<file path="config.mk">
export PLATFORM = sky130hd
export DESIGN_NAME = mem_port_arbiter
export DESIGN_NICKNAME = d
export VERILOG_FILES = /design/src/rtl/mem_port_arbiter.sv
export SDC_FILE = /design/constraint.sdc
export NUM_CORES = 1
export LEC_CHECK = 0
export CAP_MARGIN = 10
export CORE_UTILIZATION = 39
export DETAILED_ROUTE_END_ITERATION = 16
export GPL_ROUTABILITY_DRIVEN = 0
export PLACE_DENSITY = 0.77
export SLEW_MARGIN = 10
export SYNTH_ARGS = -nofsm -noshare
export SYNTH_HDL_FRONTEND = slang
export SYNTH_SLANG_ARGS = --single-unit
</file>
<file path="constraint.sdc">
create_clock -name clk -period 4.1 [get_ports clk]
set_input_delay 0.41 -clock clk [delete_from_list [all_inputs] [get_ports clk]]
set_output_delay 0.41 -clock clk [all_outputs]
set_load 0.01 [all_outputs]
</file>
<file path="src/rtl/mem_port_arbiter.sv">
// mem_port_arbiter: shares one single-port RAM between the fetch and data stages
module mem_port_arbiter #(
    parameter int RAM_LATENCY  = 1,
    parameter int RAM_AW       = 10,
    parameter int STARVE_LIMIT = 4
) (
    input  logic              clk,
    input  logic              rst,
    input  logic              if_req,
    input  logic [31:0]       if_addr,
    input  logic              if_flush,
    output logic [31:0]       if_rdata,
    output logic              if_ready,
    input  logic              dm_req,
    input  logic              dm_we,
    input  logic [31:0]       dm_addr,
    input  logic [31:0]       dm_wdata,
    output logic [31:0]       dm_rdata,
    output logic              dm_ready,
    output logic              ram_en,
    output logic              ram_we,
    output logic [RAM_AW-1:0] ram_addr,
    output logic [31:0]       ram_wdata,
    input  logic [31:0]       ram_rdata
);
    typedef enum logic [1:0] {IDLE, ISSUE, WAIT, DONE} state_t;
    localparam int CW = RAM_LATENCY > 1 ? $clog2(RAM_LATENCY) : 1;
    localparam int SW = $clog2(STARVE_LIMIT + 1);
    state_t            state, state_nx;
    logic [CW-1:0]     cnt;
    logic [SW-1:0]     starve;
    logic              owner_if, we_q, flushed, pick_if, grant, lat_done;
    logic [RAM_AW-1:0] addr_q;
    logic [31:0]       wdata_q, cap, if_rdata_q;
    logic              unused;
    assign unused   = ^{if_addr[31:RAM_AW+2], if_addr[1:0], dm_addr[31:RAM_AW+2], dm_addr[1:0]};
    // Data normally wins; fetch wins when it is alone or has waited STARVE_LIMIT data grants
    assign pick_if  = if_req && (!dm_req || starve >= SW'(STARVE_LIMIT));
    assign grant    = state == IDLE && (if_req || dm_req);
    assign lat_done = state == WAIT && cnt == CW'(RAM_LATENCY - 1);
    assign ram_en    = state == ISSUE;
    assign ram_we    = ram_en && we_q;
    assign ram_addr  = addr_q;
    assign ram_wdata = wdata_q;
    assign if_ready  = state == DONE && owner_if && !flushed && !if_flush;
    assign dm_ready  = state == DONE && !owner_if;
    assign if_rdata  = if_ready ? cap : if_rdata_q;
    // State register
    always_ff @(posedge clk or posedge rst) begin
        if (rst) state <= IDLE;
        else     state <= state_nx;
    end
    // Next state: one ISSUE cycle, RAM_LATENCY WAIT cycles, one DONE cycle
    always_comb begin
        state_nx = state;
        state_nx = state == IDLE  ? (grant ? ISSUE : IDLE) :
                   state == ISSUE ? WAIT :
                   state == WAIT  ? (lat_done ? DONE : WAIT) : IDLE;
    end
    // Latch the winning request at the grant edge
    always_ff @(posedge clk or posedge rst) begin
        if (rst) begin
            owner_if <= 1'b0;
            we_q     <= 1'b0;
            addr_q   <= '0;
            wdata_q  <= '0;
        end else if (grant) begin
            owner_if <= pick_if;
            we_q     <= !pick_if && dm_we;
            addr_q   <= pick_if ? if_addr[RAM_AW+1:2] : dm_addr[RAM_AW+1:2];
            wdata_q  <= pick_if ? '0 : dm_wdata;
        end
    end
    // Latency counter, flush tracking and starvation counter
    always_ff @(posedge clk or posedge rst) begin
        if (rst) begin
            cnt     <= '0;
            flushed <= 1'b0;
            starve  <= '0;
        end else begin
            cnt     <= state == ISSUE ? '0 : (state == WAIT && !lat_done) ? cnt + 1'b1 : cnt;
            flushed <= grant ? 1'b0 :
                       (owner_if && if_flush && (state == ISSUE || state == WAIT)) ? 1'b1 : flushed;
            starve  <= !if_req ? '0 : grant ? (pick_if ? '0 : starve + 1'b1) : starve;
        end
    end
    // Capture read data; each port's rdata only changes on its own completion
    always_ff @(posedge clk or posedge rst) begin
        if (rst) begin
            cap        <= '0;
            dm_rdata   <= '0;
            if_rdata_q <= '0;
        end else begin
            if (lat_done) cap <= ram_rdata;
            if (lat_done && !owner_if) dm_rdata <= we_q ? '0 : ram_rdata;
            if (if_ready) if_rdata_q <= cap;
        end
    end
endmodule

</file>
==> flow_summary.json, run 1 <==
{
  "status": "complete, no violations",
  "grt_pass1_vias": 4441,
  "grt_pass1_wl_um": 23410,
  "synth_edf_count": 0,
  "via_per_inst": 5.119,
  "fp.dieArea_mm2": 0.01546,
  "max_freq_mhz": 335.4,
  "cts_max_path_buffers": 2,
  "wl_um": 14400,
  "postCtsSetupRepairBufs": 0,
  "slew_headroom": 0.3179,
  "synth_top_family_by_area": "multiplexers",
  "synth_top_area_share": 0.6301,
  "rows": 44,
  "synthAdderAreaFrac": 0.01072,
  "fin_skew_ps": 7.053,
  "power_density_mw_per_mm2": 827.8,
  "maxSlewViolCount": 0,
  "coreArea_mm2": 0.01459,
  "dominantRegCellSynth": "dfrtp_1",
  "endpoint_kind": "output port",
  "gr-total-overflow": 0,
  "fin_crit_sh": 0.7271,
  "ios": 244,
  "die_x_um": 124.4,
  "post_layout_nonfiller_instances": 838,
  "port_buffers": 199,
  "antenna_cells": 0,
  "dpl.cell_count": 805,
  "fin_ws_ps": 1119,
  "clock-sinks": 147,
  "synth_xor_area_frac": 0,
  "utilization": 0.5925,
  "tns_ps": 0,
  "period_needed_ps": 2981,
  "clk_latency_ps": 420,
  "yosysSeqAreaShare": 0.6301,
  "syn_to_final_growth_pct": 48.05,
  "initial_core_util": 0.4002,
  "synth_nets": 585,
  "avgSynthCellArea_um2": 13.09,
  "wire_per_inst_um": 17.18,
  "holdWs_ps": 294.2,
  "yosysTopAreaCell": "dfrtp_1",
  "synth-simple-area-share": 0.08165,
  "dp_hpwl_um": 9755,
  "pre_cts_ws_ps": 1232,
  "path_class": "reg -> out",
  "synth_cell_types": 27,
  "synth_area_leaders": "dfrtp_1 63%, mux2_2 12%, a22o_1 5.0%",
  "cp.required_ps": 3690,
  "synth_most_common_cell": "dfrtp_1",
  "ctsHoldBuffers": 0,
  "worstPathArrival_ps": 2570,
  "synthMuxAreaShare": 0.1234,
  "syn_inst": 446,
  "irDropWorstVdd_uv": 403.1,
  "ys_ff_latch": 147,
  "nNetsFinal": 780,
  "worstRegToRegCells": 4,
  "drc_errors": 0,
  "cts_root_buffer": "clkbuf_16",
  "grt_antenna_before_repair": 0,
  "drive_above_1_share": 0.1651,
  "dr.pass1.iters": 4,
  "cts_buffers": 17,
  "p_leak_uw": 0.003711,
  "clkTransAtPathRegs_ps": 60,
  "ys_async_sr_fraction": 1.000,
  "synth_compound_area_frac": 0.1170,
  "synthTopCellsByCount": "147 x dfrtp_1, 63 x mux2_2, 40 x o21ai_0",
  "drt_iter0_markers": 154,
  "ant_nets": 0,
  "crit_fanout": 33,
  "worst_pin_slew_ps": 1021,
  "max-cap-violations": 0,
  "rsz0062_at_grt": "false",
  "tritoncts": "built",
  "grt_max_degree": 65,
  "vias": 4290,
  "hold_viol_final": 0,
  "cp-start-kind": "flop",
  "htree_levels": 4,
  "setup_viol": 0,
  "post_cts_resized": 0,
  "die_h_um": 124.4,
  "yosys_warnings": 0,
  "track_usage": 0.1943,
  "syn_area_mm2": 0.005838,
  "hp-class": "in -> async"
}
[kinds of logic (layout without fill, tap and decap cells)]
kind of cell,Yosys count,after routing
AOI/OAI and AO/OA,103,103
buffers and inverters,34,242
and+or+nand+nor,93,93
DFF,147,147
adders and majority gates,5,5
muxes,64,64
[worst max-delay path: stages (launching register included)]
cell and delay [ps]:
dfrtp_1 380, ha_1 180, nand2_1 80, nor3_4 110
buf_4 440, mux2_2 410, clkdlybuf4s50_1 520
[layer usage]
| layer | vias to the layer above | wire length (um) | part of all wire | GRT usage |
|---|---|---|---|---|
| met1 | 2123 | 6202 | 0.43 | 0.2423 |
| met3 | 22 | 1142 | 0.079 | 0.06787 |
| met2 | 200 | 6790 | 0.47 | 0.3039 |
| met5 | - | 0 | 0 | 0 |
| li1 | 1945 | - | - | - |
| met4 | 0 | 261 | 0.018 | 0.08646 |
[power breakdown]
group,internal [uW],switching [uW]
Combinational,1620,1250
Sequential,2130,333
Clock,1190,634
[sequential cells by signal (all words and copies together), names as in the netlist]
signal,count
if_rdata_q,32
cap,32
owner_if,1
ram_addr,10
starve,3
dm_rdata,32
we_q,1
cnt,1
flushed,1
ram_wdata,32
state,2
[layout by cell type (no fill, tap or decap)]
master / instances
a21oi_1: 13
a21oi_4: 1
a22o_1: 33
a31oi_1: 11
a32o_1: 1
and2_1: 1
buf_12: 2
buf_4: 5
bufinv_16: 6
clkbuf_16: 17
clkbuf_8: 2
clkdlybuf4s50_1: 199
clkinvlp_4: 2
dfrtp_1: 147
ha_1: 5
inv_1: 3
inv_6: 5
inv_8: 1
mux2_1: 1
mux2_2: 63
nand2_1: 35
nand2b_1: 36
nand3_1: 2
nand3b_1: 1
nor2_1: 12
nor2b_1: 2
nor2b_4: 1
nor3_4: 1
nor3b_1: 1
o21a_1: 1
o21ai_0: 40
o21ai_1: 2
o21ai_4: 1
or3b_2: 1
[path summary, 6_finish.rpt]
kind,from,to,slack (ps)
worst max-delay path,state[1],if_rdata[31],1120
worst min-delay path,rst,cap[9],290
worst max register to register,state[0],cap[6],1990
worst min register to register,dm_rdata[22],dm_rdata[22],480
max in group asynchronous,rst,if_rdata_q[19],3010
min in group clk,dm_rdata[22],dm_rdata[22],480
[final cells by class]
type                    instances  area [um2]
clock buffers                  19       452.9
clock inverters                13       242.7
fillers                      1108        5946
inverters                       4       18.77
multi-input cells             265        1951
flip-flops and latches        147        3679
well taps                     184       230.2
repair buffers                206        2069
[per-stage QoR]
stage / cell area (um2) / power [uW]
2_1_floorplan: 5842 / 3944
3_3_place_gp: 7928 / 5244
3_5_place_dp: 7928 / 5348
4_1_cts: 8623 / 7208
5_1_grt: 8643 / 7562
6_report: 8643 / 7155
(Power assumes the default switching activity.)
==> run 2: changes to the inputs <==
- CORE_UTILIZATION: 39 -> 40
- PLACE_DENSITY: 0.77 -> 0.76
- clock period: 4.1 -> 3 ns (I/O delays scaled with it)
==> flow_summary.json, run 2 (synthesis gave the netlist of run 1 again) <==
{
  "drive_above_1_share": 0.1651,
  "ios": 244,
  "grt_pass1_vias": 4305,
  "dp_hpwl_um": 9134,
  "dr.pass1.iters": 4,
  "drc_errors": 0,
  "wl_met3_um": 1184,
  "worstPathArrival_ps": 2380,
  "ctsHoldBuffers": 0,
  "port_buffers": 199,
  "slew_headroom": 0.4527,
  "gr-total-overflow": 0,
  "ant_nets": 0,
  "max-cap-violations": 0,
  "p_clk_frac": 0.218,
  "p_leak_uw": 0.003634,
  "grt_max_degree": 91,
  "post_layout_nonfiller_instances": 834,
  "power_density_mw_per_mm2": 1083,
  "netSwitchingPower_uw": 2951,
  "rsz0062_at_grt": "false",
  "maxSlewViolCount": 0,
  "r2r_start": "state[1]",
  "postCtsSetupRepairBufs": 0,
  "wl_um": 13640,
  "p_seq_frac": 0.362,
  "clk_latency_ps": 420,
  "tritoncts": "built",
  "wl_met2_um": 6066,
  "dpl.cell_count": 802,
  "design_area_mm2": 0.008528,
  "die_x_um": 122.8,
  "m1WireLength_um": 6127,
  "worstRegToRegCells": 5,
  "clkTransAtPathRegs_ps": 60,
  "top_layer_used": "met4",
  "endpoint": "if_rdata[18]",
  "crit_fanout": 33,
  "hold_viol_final": 0,
  "syn_to_final_growth_pct": 46.08,
  "grt_antenna_before_repair": 0,
  "vias": 4175,
  "die_h_um": 122.8,
  "path_class": "reg -> out",
  "fp.dieArea_mm2": 0.01508,
  "p_int_uw": 6283,
  "regToRegSetupSlack_ps": 1060,
  "comb_power_share": 0.420,
  "via_per_inst": 5.006,
  "cts_buffers": 17,
  "cp-start-kind": "flop",
  "placed_cell_area_mm2": 0.007955,
  "endpoint_kind": "output port",
  "nNetsFinal": 780,
  "track_usage": 0.1904,
  "p_sw_frac": 0.3196,
  "drt_iter0_markers": 188,
  "cts_max_path_buffers": 2,
  "htree_levels": 4,
  "post_cts_resized": 0,
  "fin_crit_sh": 0.8943,
  "fillers": 1098,
  "setup_viol": 0,
  "r2r_end": "ram_wdata[29]",
  "worst_pin_slew_ps": 819.2,
  "tns_ps": 0,
  "antenna_cells": 0,
  "status": "complete, no violations",
  "coreArea_mm2": 0.01404,
  "clock-sinks": 147,
  "wire_per_inst_um": 16.35,
  "final_common_cell": "clkdlybuf4s50_1",
  "mostFrequentLayoutCells": "199 x clkdlybuf4s50_1, 147 x dfrtp_1, 63 x mux2_2",
  "startpoint": "state[1]",
  "max_freq_mhz": 372.7,
  "period_needed_ps": 2683,
  "cts_root_buffer": "clkbuf_16",
  "fin_skew_ps": 9.538,
  "cp.required_ps": 2700,
  "irDropWorstVdd_uv": 471.8,
  "rows": 43,
  "hp-class": "in -> async",
  "initial_core_util": 0.4158,
  "grt_pass1_wl_um": 21530
}
==> run 2: changes by cell type in the layout (fill, tap and decap cells not counted), sizes merged <==
| cell | delta |
|---|---|
| clkinvlp | +6 |
| bufinv | -5 |
| clkinv | +4 |
| inv | -4 |
| clkbuf | -1 |
==> run 2: final cells by class <==
class | count | area (um2) | share of cell area
flip-flops and latches | 147 | 3679 | 0.4313
repair buffers | 206 | 2082 | 0.2441
multi-input cells | 265 | 1953 | 0.2290
clock buffers | 18 | 439.2 | 0.05150
well taps | 180 | 225.2 | 0.02641
clock inverters | 14 | 131.4 | 0.01540
inverters | 4 | 18.77 | 0.002201
==> run 2: worst max-delay path, stage by stage, from the launching register on <==
cell,delay [ps]
dfrtp_1,380
ha_1,190
nand2_1,100
nor3_4,160
buf_12,250
mux2_2,370
clkdlybuf4s50_1,510
==> run 2: worst min-delay path by stage <==
stage | to | from | slack [ps]
6_report | ram_addr[6] | rst | 340
5_1_grt | ram_addr[0] | rst | 360
4_1_cts | ram_addr[0] | rst | 350
3_5_place_dp | dm_rdata[1] | dm_rdata[1] | 470
3_3_place_gp | dm_rdata[23] | dm_rdata[23] | 460
2_1_floorplan | ram_wdata[4] | dm_wdata[4] | 430
==> run 2: per-stage QoR <==
stage | utilization | total power, uW | worst slack [ps] | hold slack [ps]
floorplan | - | 5390 | 853.0 | 432.5
global placement | 0.5665 | 7147 | 578.9 | 462.0
detailed placement | 0.5665 | 7282 | 562.6 | 470.0
CTS | 0.6071 | 9353 | 264.9 | 347.7
global route | 0.6073 | 9824 | 208.5 | 364.9
finish | 0.6073 | 9234 | 317.0 | 343.3
==> run 2: power by group through the flow <==
stage	clock network [uW]	logic (uW)	registers (uW)
after global routing	2150	4220	3450
after detailed placement	0	3920	3360
after CTS	2060	3940	3350
final	2010	3880	3340
after global placement	0	3820	3330
after floorplan	0	1900	3490
==> run 2: routing by layer <==
layer  GRT usage  up-vias
met5           0        -
met4     0.08613        0
met3     0.06877       25
met2      0.2935      180
met1      0.2389     2026
li1            -     1944
==> run 3: changes to the inputs <==
- SKIP_LAST_GASP: not set -> 1
- SLEW_MARGIN: 10 -> not set
==> flow_summary.json, run 3 (synthesis gave the netlist of run 1 again) <==
{
  "status": "complete, no violations",
  "clock-sinks": 147,
  "post_cts_resized": 0,
  "p_seq_frac": 0.360,
  "coreArea_mm2": 0.01404,
  "track_usage": 0.1904,
  "dr.pass1.iters": 4,
  "drive_above_1_share": 0.1664,
  "drc_errors": 0,
  "placed_cell_area_mm2": 0.007955,
  "met1_usage": 0.2389,
  "p_leak_uw": 0.003643,
  "irDropWorstVdd_uv": 473.2,
  "maxSlewViolCount": 0,
  "port_buffers": 199,
  "clk_latency_ps": 420,
  "rsz0062_at_grt": "false",
  "gr-total-overflow": 0,
  "cts_root_buffer": "clkbuf_16",
  "die_h_um": 122.8,
  "crit_fanout": 33,
  "path_class": "reg -> out",
  "worstRegToRegCells": 5,
  "period_needed_ps": 2681,
  "grt_max_degree": 91,
  "hp-class": "in -> async",
  "wl_um": 13660,
  "final_common_cell": "clkdlybuf4s50_1",
  "postCtsSetupRepairBufs": 0,
  "grt_pass1_wl_um": 21530,
  "fin_skew_ps": 9.547,
  "ant_nets": 0,
  "dp_hpwl_um": 9134,
  "design_area_mm2": 0.008546,
  "holdWs_ps": 342.1,
  "htree_levels": 4,
  "antenna_cells": 0,
  "drt_iter0_markers": 157,
  "mostFrequentLayoutCells": "199 x clkdlybuf4s50_1, 147 x dfrtp_1, 63 x mux2_2",
  "slew_headroom": 0.4530,
  "setup_viol": 0,
  "rows": 43,
  "comb_power_share": 0.422,
  "vias": 4184,
  "ios": 244,
  "cp.required_ps": 2700,
  "cts_max_path_buffers": 2,
  "grtUsageMet3": 0.06877,
  "cts_buffers": 17,
  "cp-start-kind": "flop",
  "syn_to_final_growth_pct": 46.38,
  "power_density_mw_per_mm2": 1084,
  "endpoint_kind": "output port",
  "ctsHoldBuffers": 0,
  "grt_antenna_before_repair": 0,
  "tns_ps": 0,
  "top_usage_layer": "met2",
  "via_per_inst": 5.011,
  "grt_pass1_vias": 4305,
  "startpoint": "state[1]",
  "max_freq_mhz": 373.0,
  "fin_crit_sh": 0.8937,
  "worst_pin_slew_ps": 818.9,
  "p_int_uw": 6305,
  "hold_viol_final": 0,
  "endpoint": "if_rdata[18]",
  "grt.met2_usage": 0.2935,
  "r2r_end": "ram_wdata[29]",
  "fp.dieArea_mm2": 0.01508,
  "initial_core_util": 0.4158,
  "p_clk_frac": 0.218,
  "max-cap-violations": 0,
  "tritoncts": "built",
  "die_x_um": 122.8,
  "clkTransAtPathRegs_ps": 60,
  "nNetsFinal": 781,
  "netSwitchingPower_uw": 2962,
  "p_sw_frac": 0.3196,
  "r2r_start": "state[1]",
  "worstPathArrival_ps": 2380,
  "wire_per_inst_um": 16.36,
  "regToRegSetupSlack_ps": 1060
}
[run 3: cell count changes in the layout (fill, tap and decap cells not counted), sizes merged]
cell | previous run | this run
buf | 7 | 8
[run 3: metrics by stage]
step | worst slack [ps] | instances | power, uW | util
global placement | 578.9 | 802 | 7147 | 0.5665
finish | 318.8 | 835 | 9267 | 0.6086
floorplan | 853.0 | 446 | 5390 | -
detailed placement | 562.6 | 802 | 7282 | 0.5665
global route | 208.4 | 835 | 9850 | 0.6086
CTS | 264.9 | 834 | 9353 | 0.6071
[run 3: power groups by stage]
stage                     Sequential, uW  Clock [uW]  Combinational (uW)
after global routing                3450        2150                4250
after floorplan                     3490           0                1900
final                               3340        2020                3910
after detailed placement            3360           0                3920
after global placement              3330           0                3820
after CTS                           3350        2060                3940
[run 3: how the worst min path moves through the flow]
stage / from / to / slack (ps) / cells past startpoint
finish: rst / ram_addr[6] / 340 / 3
global route: rst / ram_addr[0] / 360 / 3
CTS: rst / ram_addr[0] / 350 / 3
detailed placement: dm_rdata[1] / dm_rdata[1] / 470 / 2
global placement: dm_rdata[23] / dm_rdata[23] / 460 / 2
floorplan: dm_wdata[4] / ram_wdata[4] / 430 / 1
[run 3: critical path: stages, from the launching register on]
cell and delay, ps:
dfrtp_1 380, ha_1 190, nand2_1 100, nor3_4 160
buf_12 250, mux2_2 370, clkdlybuf4s50_1 510
[run 3: layer usage]
layer / wire length, um / up-vias
li1: - / 1946
met3: 1214 / 23
met4: 270 / 0
met2: 6165 / 186
met1: 6012 / 2029
met5: 0 / -
[run 3: layout make-up]
class	count	area [um2]
tap	180	225.2
fill	1096	5497
inverter	4	18.77
multi-input combinational	265	1951
clock inverter	14	131.4
timing repair buffer	207	2102
sequential	147	3679
clock buffer	18	439.2
